File: src/rtl/stopwatch_pkg.sv
// rtl/stopwatch_pkg.sv - shared encodings and segment decode for the stopwatch display path
// Contents:
//   status_e      stopwatch status encodings (reserved code behaves as idle)
//   conv_state_e  BCD converter sequencing states
//   SEG_*         active-low segment patterns {g,f,e,d,c,b,a}
//   DIGIT_DASH    internal digit code that renders as a dash
//   seg_decode    digit code -> segment pattern
package stopwatch_pkg;

    typedef enum logic [1:0] {
        STATUS_IDLE    = 2'b00,
        STATUS_RUNNING = 2'b01,
        STATUS_PAUSED  = 2'b10,
        STATUS_RESV    = 2'b11
    } status_e;

    typedef enum logic [1:0] {
        CONV_IDLE   = 2'b00,
        CONV_SHIFT  = 2'b01,
        CONV_COMMIT = 2'b10
    } conv_state_e;

    localparam logic [6:0] SEG_0     = 7'h40;
    localparam logic [6:0] SEG_1     = 7'h79;
    localparam logic [6:0] SEG_2     = 7'h24;
    localparam logic [6:0] SEG_3     = 7'h30;
    localparam logic [6:0] SEG_4     = 7'h19;
    localparam logic [6:0] SEG_5     = 7'h12;
    localparam logic [6:0] SEG_6     = 7'h02;
    localparam logic [6:0] SEG_7     = 7'h78;
    localparam logic [6:0] SEG_8     = 7'h00;
    localparam logic [6:0] SEG_9     = 7'h10;
    localparam logic [6:0] SEG_BLANK = 7'h7F;
    localparam logic [6:0] SEG_DASH  = 7'h3F;

    // Display registers hold 4-bit codes; 0..9 are digits, this one is a dash.
    localparam logic [3:0] DIGIT_DASH = 4'hA;

    function automatic logic [6:0] seg_decode(input logic [3:0] digit);
        case (digit)
            4'd0:       seg_decode = SEG_0;
            4'd1:       seg_decode = SEG_1;
            4'd2:       seg_decode = SEG_2;
            4'd3:       seg_decode = SEG_3;
            4'd4:       seg_decode = SEG_4;
            4'd5:       seg_decode = SEG_5;
            4'd6:       seg_decode = SEG_6;
            4'd7:       seg_decode = SEG_7;
            4'd8:       seg_decode = SEG_8;
            4'd9:       seg_decode = SEG_9;
            DIGIT_DASH: seg_decode = SEG_DASH;
            default:    seg_decode = SEG_BLANK;
        endcase
    endfunction

endpackage

File: src/rtl/bin2bcd_seq.sv
// rtl/bin2bcd_seq.sv - 8-bit sequential double-dabble converter, one shift per cycle
// Ports:
//   clk, rst   clock, asynchronous active-high reset
//   start      load bin and begin an 8-cycle conversion
//   bin        binary input, sampled on the start cycle
//   busy       shifting in progress
//   done       high during the final shift cycle; BCD outputs are valid the cycle after
//   bcd_tens   tens digit (only meaningful for inputs <= 99)
//   bcd_ones   ones digit
module bin2bcd_seq (
    input  logic       clk,
    input  logic       rst,
    input  logic       start,
    input  logic [7:0] bin,
    output logic       busy,
    output logic       done,
    output logic [3:0] bcd_tens,
    output logic [3:0] bcd_ones
);

    logic [7:0] sh_q, sh_d;
    logic [7:0] bcd_q, bcd_d;
    logic [2:0] cnt_q, cnt_d;
    logic       busy_q, busy_d;
    logic [3:0] ones_adj, tens_adj;

    always_comb begin
        sh_d     = sh_q;
        bcd_d    = bcd_q;
        cnt_d    = cnt_q;
        busy_d   = busy_q;
        ones_adj = (bcd_q[3:0] >= 4'd5) ? bcd_q[3:0] + 4'd3 : bcd_q[3:0];
        tens_adj = (bcd_q[7:4] >= 4'd5) ? bcd_q[7:4] + 4'd3 : bcd_q[7:4];
        if (start) begin
            sh_d   = bin;
            bcd_d  = 8'h00;
            cnt_d  = 3'd0;
            busy_d = 1'b1;
        end else if (busy_q) begin
            // Hundreds carry out of the tens digit is dropped; the caller
            // clamps values above 99, and lower digits are unaffected.
            {bcd_d, sh_d} = {tens_adj[2:0], ones_adj, sh_q, 1'b0};
            cnt_d         = cnt_q + 3'd1;
            if (cnt_q == 3'd7) begin
                busy_d = 1'b0;
            end
        end
    end

    always_ff @(posedge clk or posedge rst) begin
        if (rst) begin
            sh_q   <= 8'h00;
            bcd_q  <= 8'h00;
            cnt_q  <= 3'd0;
            busy_q <= 1'b0;
        end else begin
            sh_q   <= sh_d;
            bcd_q  <= bcd_d;
            cnt_q  <= cnt_d;
            busy_q <= busy_d;
        end
    end

    assign busy     = busy_q;
    assign done     = busy_q && (cnt_q == 3'd7);
    assign bcd_tens = bcd_q[7:4];
    assign bcd_ones = bcd_q[3:0];

endmodule

File: src/rtl/stopwatch_display_mux.sv
// rtl/stopwatch_display_mux.sv - MM:SS BCD conversion, 4-digit multiplexed 7-seg drive with pause blink
// Ports:
//   clk, rst   clock, asynchronous active-high reset
//   minutes    binary minutes 0..99 (larger shows dashes)
//   seconds    binary seconds 0..59 (larger shows dashes)
//   status     00 idle, 01 running, 10 paused (blinks), 11 treated as idle
//   an         active-low digit enables, an[0] = seconds ones
//   seg        active-low segments {g,f,e,d,c,b,a}
//   dp         active-low decimal point, lit on digit 2 only
//   busy       BCD conversion in progress
module stopwatch_display_mux
    import stopwatch_pkg::*;
#(
    parameter int REFRESH_DIV = 50000,
    parameter int BLINK_DIV   = 25000000
) (
    input  logic       clk,
    input  logic       rst,
    input  logic [7:0] minutes,
    input  logic [5:0] seconds,
    input  logic [1:0] status,
    output logic [3:0] an,
    output logic [6:0] seg,
    output logic       dp,
    output logic       busy
);

    localparam int RW = $clog2(REFRESH_DIV);
    localparam int BW = $clog2(BLINK_DIV);
    localparam logic [RW-1:0] REFRESH_LAST = RW'(REFRESH_DIV - 1);
    localparam logic [BW-1:0] BLINK_LAST   = BW'(BLINK_DIV - 1);

    conv_state_e   state_q, state_d;
    logic [7:0]    cap_min_q, cap_min_d;
    logic [5:0]    cap_sec_q, cap_sec_d;
    logic [15:0]   disp_q, disp_d;
    logic [1:0]    idx_q, idx_d;
    logic [RW-1:0] rcnt_q, rcnt_d;
    logic [BW-1:0] bcnt_q, bcnt_d;
    logic          phase_q, phase_d;
    logic [3:0]    an_q, an_d;
    logic [6:0]    seg_q, seg_d;
    logic          dp_q, dp_d;

    logic       start;
    logic       min_busy, min_done, sec_busy, sec_done;
    logic [3:0] min_tens, min_ones, sec_tens, sec_ones;
    logic       paused, blank;
    logic [3:0] digit;

    // The converters load straight from the inputs on the same edge the
    // top captures them, so captured value and converted value always match.
    assign start = (state_q == CONV_IDLE) &&
                   ({minutes, seconds} != {cap_min_q, cap_sec_q});

    bin2bcd_seq u_min_conv (
        .clk      (clk),
        .rst      (rst),
        .start    (start),
        .bin      (minutes),
        .busy     (min_busy),
        .done     (min_done),
        .bcd_tens (min_tens),
        .bcd_ones (min_ones)
    );

    bin2bcd_seq u_sec_conv (
        .clk      (clk),
        .rst      (rst),
        .start    (start),
        .bin      ({2'b00, seconds}),
        .busy     (sec_busy),
        .done     (sec_done),
        .bcd_tens (sec_tens),
        .bcd_ones (sec_ones)
    );

    assign busy = min_busy || sec_busy || (state_q == CONV_COMMIT);

    always_comb begin
        state_d   = state_q;
        cap_min_d = cap_min_q;
        cap_sec_d = cap_sec_q;
        disp_d    = disp_q;
        case (state_q)
            CONV_IDLE: begin
                if (start) begin
                    cap_min_d = minutes;
                    cap_sec_d = seconds;
                    state_d   = CONV_SHIFT;
                end
            end
            CONV_SHIFT: begin
                if (min_done && sec_done) begin
                    state_d = CONV_COMMIT;
                end
            end
            CONV_COMMIT: begin
                // All four digits update together so no torn value is shown.
                disp_d[15:12] = (cap_min_q > 8'd99) ? DIGIT_DASH : min_tens;
                disp_d[11:8]  = (cap_min_q > 8'd99) ? DIGIT_DASH : min_ones;
                disp_d[7:4]   = (cap_sec_q > 6'd59) ? DIGIT_DASH : sec_tens;
                disp_d[3:0]   = (cap_sec_q > 6'd59) ? DIGIT_DASH : sec_ones;
                state_d       = CONV_IDLE;
            end
            default: state_d = CONV_IDLE;
        endcase
    end

    assign paused = (status == STATUS_PAUSED);
    // Status is used directly so leaving pause relights on the next edge.
    assign blank  = paused && phase_q;
    assign digit  = disp_q[{idx_q, 2'b00} +: 4];

    always_comb begin
        rcnt_d  = (rcnt_q == REFRESH_LAST) ? '0 : rcnt_q + 1'b1;
        idx_d   = (rcnt_q == REFRESH_LAST) ? idx_q + 2'd1 : idx_q;
        bcnt_d  = '0;
        phase_d = 1'b0;
        if (paused) begin
            bcnt_d  = (bcnt_q == BLINK_LAST) ? '0 : bcnt_q + 1'b1;
            phase_d = (bcnt_q == BLINK_LAST) ? ~phase_q : phase_q;
        end
        an_d  = blank ? 4'hF : ~(4'b0001 << idx_q);
        seg_d = seg_decode(digit);
        dp_d  = !((idx_q == 2'd2) && !blank);
    end

    always_ff @(posedge clk or posedge rst) begin
        if (rst) begin
            state_q   <= CONV_IDLE;
            cap_min_q <= 8'h00;
            cap_sec_q <= 6'h00;
            disp_q    <= 16'h0000;
            idx_q     <= 2'd0;
            rcnt_q    <= '0;
            bcnt_q    <= '0;
            phase_q   <= 1'b0;
            an_q      <= 4'hF;
            seg_q     <= SEG_BLANK;
            dp_q      <= 1'b1;
        end else begin
            state_q   <= state_d;
            cap_min_q <= cap_min_d;
            cap_sec_q <= cap_sec_d;
            disp_q    <= disp_d;
            idx_q     <= idx_d;
            rcnt_q    <= rcnt_d;
            bcnt_q    <= bcnt_d;
            phase_q   <= phase_d;
            an_q      <= an_d;
            seg_q     <= seg_d;
            dp_q      <= dp_d;
        end
    end

    assign an  = an_q;
    assign seg = seg_q;
    assign dp  = dp_q;

endmodule
File: config.mk
export PLATFORM = sky130hd
export DESIGN_NAME = stopwatch_display_mux
export DESIGN_NICKNAME = d
export VERILOG_FILES = /design/src/rtl/stopwatch_pkg.sv /design/src/rtl/bin2bcd_seq.sv /design/src/rtl/stopwatch_display_mux.sv
export SDC_FILE = /design/constraint.sdc
export NUM_CORES = 1
export LEC_CHECK = 0
export BUFFER_PORTS_ARGS = -buffer_cell sky130_fd_sc_hd__buf_2
export CAP_MARGIN = 5
export CORE_MARGIN = 2
export CORE_UTILIZATION = 40
export CTS_CLUSTER_SIZE = 10
export DETAILED_ROUTE_END_ITERATION = 10
export SLEW_MARGIN = 20
export SYNTH_ARGS = -nofsm -noshare
export SYNTH_HDL_FRONTEND = slang
export SYNTH_SLANG_ARGS = --single-unit
File: constraint.sdc
create_clock -name clk -period 10.15 [get_ports clk]
set_input_delay 1.015 -clock clk [delete_from_list [all_inputs] [get_ports clk]]
set_output_delay 1.015 -clock clk [all_outputs]
set_load 0.05 [all_outputs]
==> impl_metrics.yaml <==
clocking:
  cts_hold_buffers: 0
  cts_resized: 0
  clockBufferDepth: 2
  numCtsBuffers: 17
  cts_tree: "done"
  clock_sinks: 127
  clk_pin_slew_ns: 0.05
  clk_latency_ns: 0.41
  post_cts_buffers: 0
  ctsHtreeMaxLevel: 4
  root_buffer: "clkbuf_16"
floorplan:
  ios: 31
  core_um2: 15100
  fp.dieH_um: 128
  die-area_um2: 16400
  rows: 45
  initial_core_util_pct: 40.7
  die_w_um: 128
timing:
  setup_tns_ns: 0
  fin_crit_ns: 2.99
  relSlewSlack_pct: 30.7
  setup_viol: 0
  finClkSkew_ns: 0.00700
  worst_pin_slew_ns: 1.04
  fmax_mhz: 335
  grt_setup_unrepaired: "false"
  final.setup.worst_slack_ns: 7.16
  fin_crit_sh_pct: 29.4
  hold_viol: 0
  slew_viol_final: 0
critical_path:
  path_class: "flip-flop to output pin"
  cp-end-kind: "output pin"
  worstPathArrival_ns: 1.97
  critical_path.startpoint_type: "flip-flop"
  required_ns: 9.14
  path_max_fanout: 25
final_layout:
  n_antenna_cell: 0
  num-nets-final: 667
  drive_gt1_share_pct: 14.1
  fin_area_um2: 6980
  area_growth_pct: 13.7
  utilization_pct: 46.3
run_status:
  outcome: "finished clean"
synthesis:
  yosysWarnings: 0
  netlist-cell-type-count: 44
  synthesis.area_um2: 6140
  syn-num-nets: 638
  synthMuxAreaShare_pct: 6.68
  ys_seq_area_share_pct: 52.0
  synth_simple_gate_area_share_pct: 17.3
  synth.avg_cell_area_um2: 10.3
  yosys.area_share.adder_pct: 4.69
  async_flop_share_pct: 100
  synth_compound_gate_area_share_pct: 7.13
  synthFlopType: "dfrtp_1"
  syn-instance-count: 597
  synth_edf_count: 0
  synth_top_family_by_area: "simple AND/OR/NAND/NOR gates"
  ys_ff_latch: 127
  synth_xor_area_share_pct: 8.13
placed_design:
  io_buffers: 30
  gp_congestion: 0.800
  post-place-ws_ns: 7.11
  dpl.hpwl_mm: 7.49
  place_area_um2: 6450
route:
  firstDrtPassIters: 4
  viasPerCell: 4.99
  detail_route.wl_per_cell_um: 13.5
  ant_nets: 0
  drtIter0Drc: 283
  vias: 4124
  postRouteWirelength_mm: 11.2
  drc: 0
pwr:
  worst_ir_drop_vdd_mv: 0.144
  cellPowerDensity_nw_per_um2: 268
  power_leakage_nw: 3.14
job:
  cap_violations: 0
global_route:
  track_usage_pct: 14.9
  grt_max_degree: 69
  grt_pass1_wl_mm: 19.5
  grt_pass1_vias: 4161
  antenna_found_initial: 0
  grt_overflow: 0
hold_path:
  hold_path.class: "flip-flop to flip-flop"
## registers in the layout, indices dropped and copies added (netlist names)
name              cells
state_q               2
u_sec_conv.cnt_q      3
u_min_conv.cnt_q      3
u_min_conv.bcd_q      8
rcnt_q               16
phase_q               1
cap_min_q             8
bcnt_q               25
u_sec_conv.sh_q       8
disp_q               16
idx_q                 2
u_sec_conv.bcd_q      8
u_sec_conv.busy       1
u_min_conv.sh_q       8
seg                   7
u_min_conv.busy       1
an                    4
cap_sec_q             6
## final timing paths
check                                     start            to  slack (ns)  cells after the start
worst min register to register        bcnt_q[0]     bcnt_q[0]        0.45                      1
max in group asynchronous                   rst  cap_sec_q[0]        8.13                      3
worst max-delay path            u_sec_conv.busy          busy        7.16                      2
min in group asynchronous                   rst       phase_q        0.78                      2
worst max register to register       state_q[1]  cap_sec_q[3]        7.83                      5
worst min-delay path                  bcnt_q[0]     bcnt_q[0]        0.45                      1
## worst max-delay path: stages, from the launching register on
cell     delay, ns
dfrtp_1       1.03
or3_1         0.25
buf_2         0.28
## cell usage in the layout (no fill, tap or decap), types with 5 or more instances in the layout
cell       Yosys  final
nand2_1       54     54
o21ai_0       13     13
a21oi_1       20     20
nand2b_1       9      9
nor3_1         7      7
nor2b_1        5      5
mux2i_1       32     32
clkinv_2       0      5
ha_1          23     23
nor2_1        81     81
buf_2          8     30
xnor2_1       29     29
dfrtp_1      116    116
nand4_1       10     10
o21ai_1       29     29
nand3_1       21     21
inv_1         34     33
xor2_1        28     28
dfstp_2       11     11
clkbuf_16      0     17
## metrics by stage
stage	cells	total power, W	hold slack (ns)
CTS	827	0.00189	0.464
detailed placement	795	0.00135	0.457
global placement	795	0.00132	0.442
finish	827	0.00187	0.454
global route	827	0.00201	0.489
floorplan	597	0.00122	0.423
## cells by family after synthesis
family | count (synthesis)
and+or+nand+nor | 218
DFF | 127
AOI/OAI and AO/OA | 78
buffers and inverters | 58
xor gates and xnor gates | 57
muxes | 36
adders and majority gates | 23
## area by class of cell
type | count | area (µm²)
clock buffer | 21 | 460
clock inverter | 11 | 67.6
fill | 1392 | 8110
inverter | 35 | 134
multi-input combinational | 412 | 2720
sequential | 127 | 3190
tap | 188 | 235
timing repair buffer | 33 | 173
## report_power, final
part	internal [W]	total, W	switching [W]
logic	0.000237	0.000557	0.000321
registers	0.000647	0.000777	0.000130
clock network	0.000321	0.000536	0.000215
## routing by layer
metal | wire length [µm] | vias up | track usage (%) | share of wire, %
met5 | 0 | - | 0 | 0
met1 | 5350 | 1959 | 19.4 | 48
li1 | - | 2073 | - | -
met4 | 215 | 0 | 6.27 | 1.9
met3 | 479 | 16 | 4.84 | 4.3
met2 | 5150 | 76 | 23.1 | 46
## synthesized netlist by cell type, drive strengths merged (13+ instances only)
cell	count	area (µm²)
a21oi	22	118
ha	23	288
inv	35	131
mux2i	32	320
xnor2	29	254
dfrtp	116	2900
xor2	28	245
nand2	54	203
buf	13	85.1
nor2	81	304
nand3	21	105
o21ai	42	210
Note: power is estimated with default switching activity, not from simulation.
